--- config.mk ---
export PLATFORM = sky130hd
export DESIGN_NAME = serial_tx16
export DESIGN_NICKNAME = d
export VERILOG_FILES = /design/src/rtl/serial16_pkg.sv /design/src/rtl/serial_tx16_bit_timer.sv /design/src/rtl/serial_tx16.sv
export SDC_FILE = /design/constraint.sdc
export NUM_CORES = 1
export LEC_CHECK = 0
export BUFFER_PORTS_ARGS = -buffer_cell sky130_fd_sc_hd__buf_2
export CAP_MARGIN = 0
export CELL_PAD_IN_SITES_DETAIL_PLACEMENT = 0
export CELL_PAD_IN_SITES_GLOBAL_PLACEMENT = 1
export CORE_ASPECT_RATIO = 1.75
export CORE_MARGIN = 5
export CORE_UTILIZATION = 40
export DETAILED_ROUTE_END_ITERATION = 16
export MAX_ROUTING_LAYER = met4
export PLACE_DENSITY = 0.7
export REMOVE_ABC_BUFFERS = 1
export SYNTH_ARGS = -nofsm -noshare
export SYNTH_HDL_FRONTEND = slang
export SYNTH_HIERARCHICAL = 1
export SYNTH_SLANG_ARGS = --single-unit
--- constraint.sdc ---
create_clock -name clk -period 2.86 [get_ports clk]
set_input_delay 0.429 -clock clk [delete_from_list [all_inputs] [get_ports clk]]
set_output_delay 0.429 -clock clk [all_outputs]
set_load 0.03 [all_outputs]
--- src/rtl/serial16_pkg.sv ---
// serial16_pkg
//   Definitions shared by the 16-bit serial link transmitter and receiver:
//   frame state encoding, data width and line levels.
package serial16_pkg;

   localparam int DATA_BITS = 16;

   localparam logic START_LEVEL = 1'b0;
   localparam logic STOP_LEVEL  = 1'b1;
   localparam logic IDLE_LEVEL  = 1'b1;

   // PARITY is part of the shared encoding even when a build leaves it unused
   typedef enum logic [2:0] {
      IDLE,
      START,
      DATA,
      PARITY,
      STOP
   } state_t;

endpackage

--- src/rtl/serial_tx16_bit_timer.sv ---
// bit_timer
//   Counts clock cycles within one serial bit period and pulses tick on the
//   last cycle of the period, then wraps to zero.
// Ports:
//   clk    in   clock, rising edge
//   reset  in   asynchronous active-high reset
//   clear  in   hold the count at zero (no tick while asserted)
//   tick   out  one-cycle pulse when the count reaches CLKS_PER_BIT-1
module bit_timer #(
   parameter int unsigned CLKS_PER_BIT = 4
) (
   input  logic clk,
   input  logic reset,
   input  logic clear,
   output logic tick
);

   localparam logic [15:0] LAST = 16'(CLKS_PER_BIT - 1);

   logic [15:0] cnt;

   assign tick = !clear && (cnt == LAST);

   always_ff @(posedge clk or posedge reset) begin
      if (reset)
         cnt <= '0;
      else if (clear || tick)
         cnt <= '0;
      else
         cnt <= cnt + 16'd1;
   end

endmodule

--- src/rtl/serial_tx16.sv ---
// serial_tx16
//   Transmit end of the 16-bit serial link. Accepts a word on a valid/ready
//   interface and sends start bit (low), 16 data bits LSB first, optional
//   even-parity bit and stop bit (high) on tx.
//   Build option: define SERIAL_TX16_PARITY_EN to add the parity bit.
// Ports:
//   clk       in   clock, rising edge
//   reset     in   asynchronous active-high reset
//   in[15:0]  in   word to send, sampled on accept
//   in_valid  in   producer has a word
//   in_ready  out  idle and able to accept (decoded from state)
//   tx        out  serial line, registered, idles high
//   busy      out  frame in progress, registered
module serial_tx16
   import serial16_pkg::*;
#(
   parameter int unsigned CLKS_PER_BIT = 4
) (
   input  logic        clk,
   input  logic        reset,
   input  logic [15:0] in,
   input  logic        in_valid,
   output logic        in_ready,
   output logic        tx,
   output logic        busy
);

   state_t                 state, state_n;
   logic [DATA_BITS-1:0]   shreg, shreg_n;
   logic [3:0]             idx, idx_n;
   logic                   tx_n, busy_n;
   logic                   tick, clear;
`ifdef SERIAL_TX16_PARITY_EN
   logic                   par, par_n;
`endif

   // Timer held at zero while idle so each frame starts a fresh bit period
   assign clear = (state == IDLE);

   bit_timer #(
      .CLKS_PER_BIT(CLKS_PER_BIT)
   ) u_timer (
      .clk   (clk),
      .reset (reset),
      .clear (clear),
      .tick  (tick)
   );

   assign in_ready = (state == IDLE);

   always_ff @(posedge clk or posedge reset) begin
      if (reset) begin
         state <= IDLE;
         shreg <= '0;
         idx   <= '0;
         tx    <= IDLE_LEVEL;
         busy  <= 1'b0;
`ifdef SERIAL_TX16_PARITY_EN
         par   <= 1'b0;
`endif
      end else begin
         state <= state_n;
         shreg <= shreg_n;
         idx   <= idx_n;
         tx    <= tx_n;
         busy  <= busy_n;
`ifdef SERIAL_TX16_PARITY_EN
         par   <= par_n;
`endif
      end
   end

   always_comb begin
      state_n = state;
      shreg_n = shreg;
      idx_n   = idx;
`ifdef SERIAL_TX16_PARITY_EN
      par_n   = par;
`endif
      case (state)
         IDLE: begin
            if (in_valid) begin
               state_n = START;
               shreg_n = in;
               idx_n   = '0;
`ifdef SERIAL_TX16_PARITY_EN
               par_n   = ^in;
`endif
            end
         end
         START: begin
            if (tick) state_n = DATA;
         end
         DATA: begin
            if (tick) begin
               if (idx == 4'(DATA_BITS - 1)) begin
`ifdef SERIAL_TX16_PARITY_EN
                  state_n = PARITY;
`else
                  state_n = STOP;
`endif
               end else begin
                  shreg_n = shreg >> 1;
                  idx_n   = idx + 4'd1;
               end
            end
         end
`ifdef SERIAL_TX16_PARITY_EN
         PARITY: begin
            if (tick) state_n = STOP;
         end
`endif
         STOP: begin
            if (tick) state_n = IDLE;
         end
         default: state_n = IDLE;
      endcase

      // Outputs are registered from the next-state values so tx/busy change
      // on the same edge as the state they describe
      busy_n = (state_n != IDLE);
      case (state_n)
         START:   tx_n = START_LEVEL;
         DATA:    tx_n = shreg_n[0];
`ifdef SERIAL_TX16_PARITY_EN
         PARITY:  tx_n = par_n;
`endif
         STOP:    tx_n = STOP_LEVEL;
         default: tx_n = IDLE_LEVEL;
      endcase
   end

endmodule

==> results_dict.tcl <==
set metrics [dict create \
    core_um2 4930 \
    die_y_um 104 \
    clk_pin_slew_ps 80 \
    htree_levels 2 \
    tns_ps 0 \
    grt_max_degree 26 \
    cp-start-kind "flop" \
    clock-sinks 41 \
    cts_buffer_depth 2 \
    hp-class "in -> async" \
    finalHoldViolCount 0 \
    avgSynthCellArea_um2 10.9 \
    finalNetCount 226 \
    critPathMaxFanout 16 \
    worst_slew_pin_slew_ps 958 \
    drive_gt1_share_pct 20.4 \
    synthTopCellsByCount "40 x dfrtp_1, 24 x nor2_1, 14 x a21o_1, 14 x a22o_1, 11 x xnor2_1" \
    async_reset_ff_share_pct 100 \
    vias 1444 \
    min_period_ps 2440 \
    drtIter0Drc 42 \
    grt_overflow 0 \
    cp-end-kind "flop" \
    hpwl_um 3000 \
    start_util_pct 40.8 \
    gp_congestion 0.763 \
    drv_slew 0 \
    ios 22 \
    syn_to_final_growth_pct 10.7 \
    drv_cap 0 \
    crit_arrival_ps 2670 \
    ys_seq_area_share_pct 51.0 \
    hold_buffers 0 \
    antenna_cells 0 \
    netlist_top_cells_area "dfrtp_1 50%, a22o_1 6.1%, a21o_1 5.2%" \
    io_buffers 21 \
    synth_edf_count 0 \
    dr.pass1.iters 4 \
    rows 34 \
    relSlewSlack_pct 36.0 \
    p_comb_share_pct 28.3 \
    clk_latency_ps 300 \
    finalSetupViolations 0 \
    cts_buffers 5 \
    grt_pass1_vias 1543 \
    ant_nets 0 \
    synth_top_area_share_pct 49.7 \
    via_per_inst 5.55 \
    totalWireLength_um 4110 \
    die_area_um2 6610 \
    p_leak_nw 1.09 \
    pwr-share-seq_pct 50.0 \
    track_usage_pct 13.6 \
    p_per_area_nw_per_um2 770 \
    synth.most_common_cell "dfrtp_1" \
    path_class "reg -> reg" \
    cts_tree "built" \
    timing.final.ws_setup_ps 423 \
    r2r_slack_ps 420 \
    wl_per_cell_um 15.8 \
    yosys_register_bits 41 \
    switchingPower_mw 0.602 \
    pre_cts_ws_ps 444 \
    nFillCells 489 \
    syn_area_um2 2010 \
    fin_skew_ps 6.86 \
    crit_required_ps 3090 \
    irDropWorstVdd_mv 0.416 \
    yosysWarnings 6 \
    drc 0 \
    ys_types 40 \
    syn_inst 185 \
    clockRootBuffer "clkbuf_8" \
    rsz0062_at_grt "no" \
    grt_first_pass_wirelength_um 7010 \
    max_freq_ghz 0.410 \
    synth.largest_area_cell "dfrtp_1" \
    clkPwrFrac_pct 21.7 \
    synth_ff_type "dfrtp_1" \
    cts_setup_buffers 0 \
    p_int_mw 1.12 \
    run_status "finished clean" \
    die_x_um 63.6 \
    antenna_found_initial 0 \
    period_share_pct 85.2 \
    swShare_pct 35.0 \
    cts-resized-gates 0 \
]
==> cell type report <==
cell class,count,area (um^2),area share (%)
Sequential cell,41,1030,46.1
Multi-Input combinational cell,125,895,40.1
Timing Repair Buffer,23,120,5.39
Clock buffer,5,68.8,3.09
Tap cell,54,67.6,3.03
Inverter,9,33.8,1.52
Clock inverter,3,17.5,0.786
==> cell families after synthesis <==
kind of cell	count (synthesis)	synth area share, %
AND/OR/NAND/NOR	66	19.2
XOR/XNOR	14	6.09
buffers and inverters	19	4.60
AO/OA/AOI/OAI	38	15.1
adder cells (fa/ha/maj)	2	1.24
multiplexers	5	2.79
flip-flops	41	51.0
==> sequential cells by signal, summed over array words and instances (netlist names) <==
signal,flops
busy,1
u_timer/cnt,16
state,3
tx,1
idx,4
shreg,16
==> worst max-delay path: stages (launching register included) <==
cell       delay, ps
dfrtp_1          390
ha_1             270
nor4b_1          250
nand4_1          150
nor2_1           460
nand4bb_1        230
nor2_2           160
buf_4            230
a22o_1           160
a21o_1            80
==> per-stage QoR <==
step / instance area [um^2] / util, % / power [mW] / instances / hold slack (ps)
finish: 2230 / 45.2 / 1.72 / 260 / 203
global route: 2230 / 45.2 / 1.84 / 260 / 252
CTS: 2230 / 45.2 / 1.75 / 260 / 218
detailed placement: 2140 / 43.4 / 1.37 / 252 / 466
global placement: 2140 / 43.4 / 1.35 / 252 / 461
floorplan: 1960 / - / 1.22 / 175 / 343
==> routing by layer <==
| metal | track usage [%] | vias up | share of wire, % |
|---|---|---|---|
| met4 | 6.54 | 0 | 2.3 |
| met5 | - | - | 0 |
| met3 | 3.78 | 9 | 4.5 |
| li1 | - | 694 | - |
| met2 | 24.0 | 36 | 55 |
| met1 | 13.3 | 705 | 39 |
==> final timing paths <==
path / cells after the start / startpoint / end
max: 9 / u_timer/cnt[0] / shreg[13]
min: 2 / reset / u_timer/cnt[6]
max reg2reg: 9 / u_timer/cnt[0] / shreg[13]
min reg2reg: 1 / shreg[11] / shreg[11]
max in group asynchronous: 2 / reset / state[2]
min in group clk: 3 / in[0] / shreg[0]
==> cells in the final DEF, fill, tap and decap left out, types with 4 or more instances in the layout <==
| master | n |
|---|---|
| inv_1 | 9 |
| xnor2_1 | 11 |
| a21oi_1 | 4 |
| buf_2 | 21 |
| nand2_1 | 5 |
| clkbuf_8 | 5 |
| a21o_1 | 14 |
| nor4_1 | 5 |
| a22o_1 | 14 |
| nand3_1 | 8 |
| dfrtp_1 | 40 |
| nor2_1 | 24 |
| nor3_1 | 5 |
==> power groups by stage <==
stage                     Sequential, mW  Clock, mW  Combinational, mW
after detailed placement           0.873          0              0.498
after global placement             0.867          0              0.480
after floorplan                    0.860          0              0.358
final                              0.860      0.372              0.486
after global routing               0.881      0.413              0.547
after CTS                          0.862      0.387              0.501
Power figures use the tool's default switching activity.
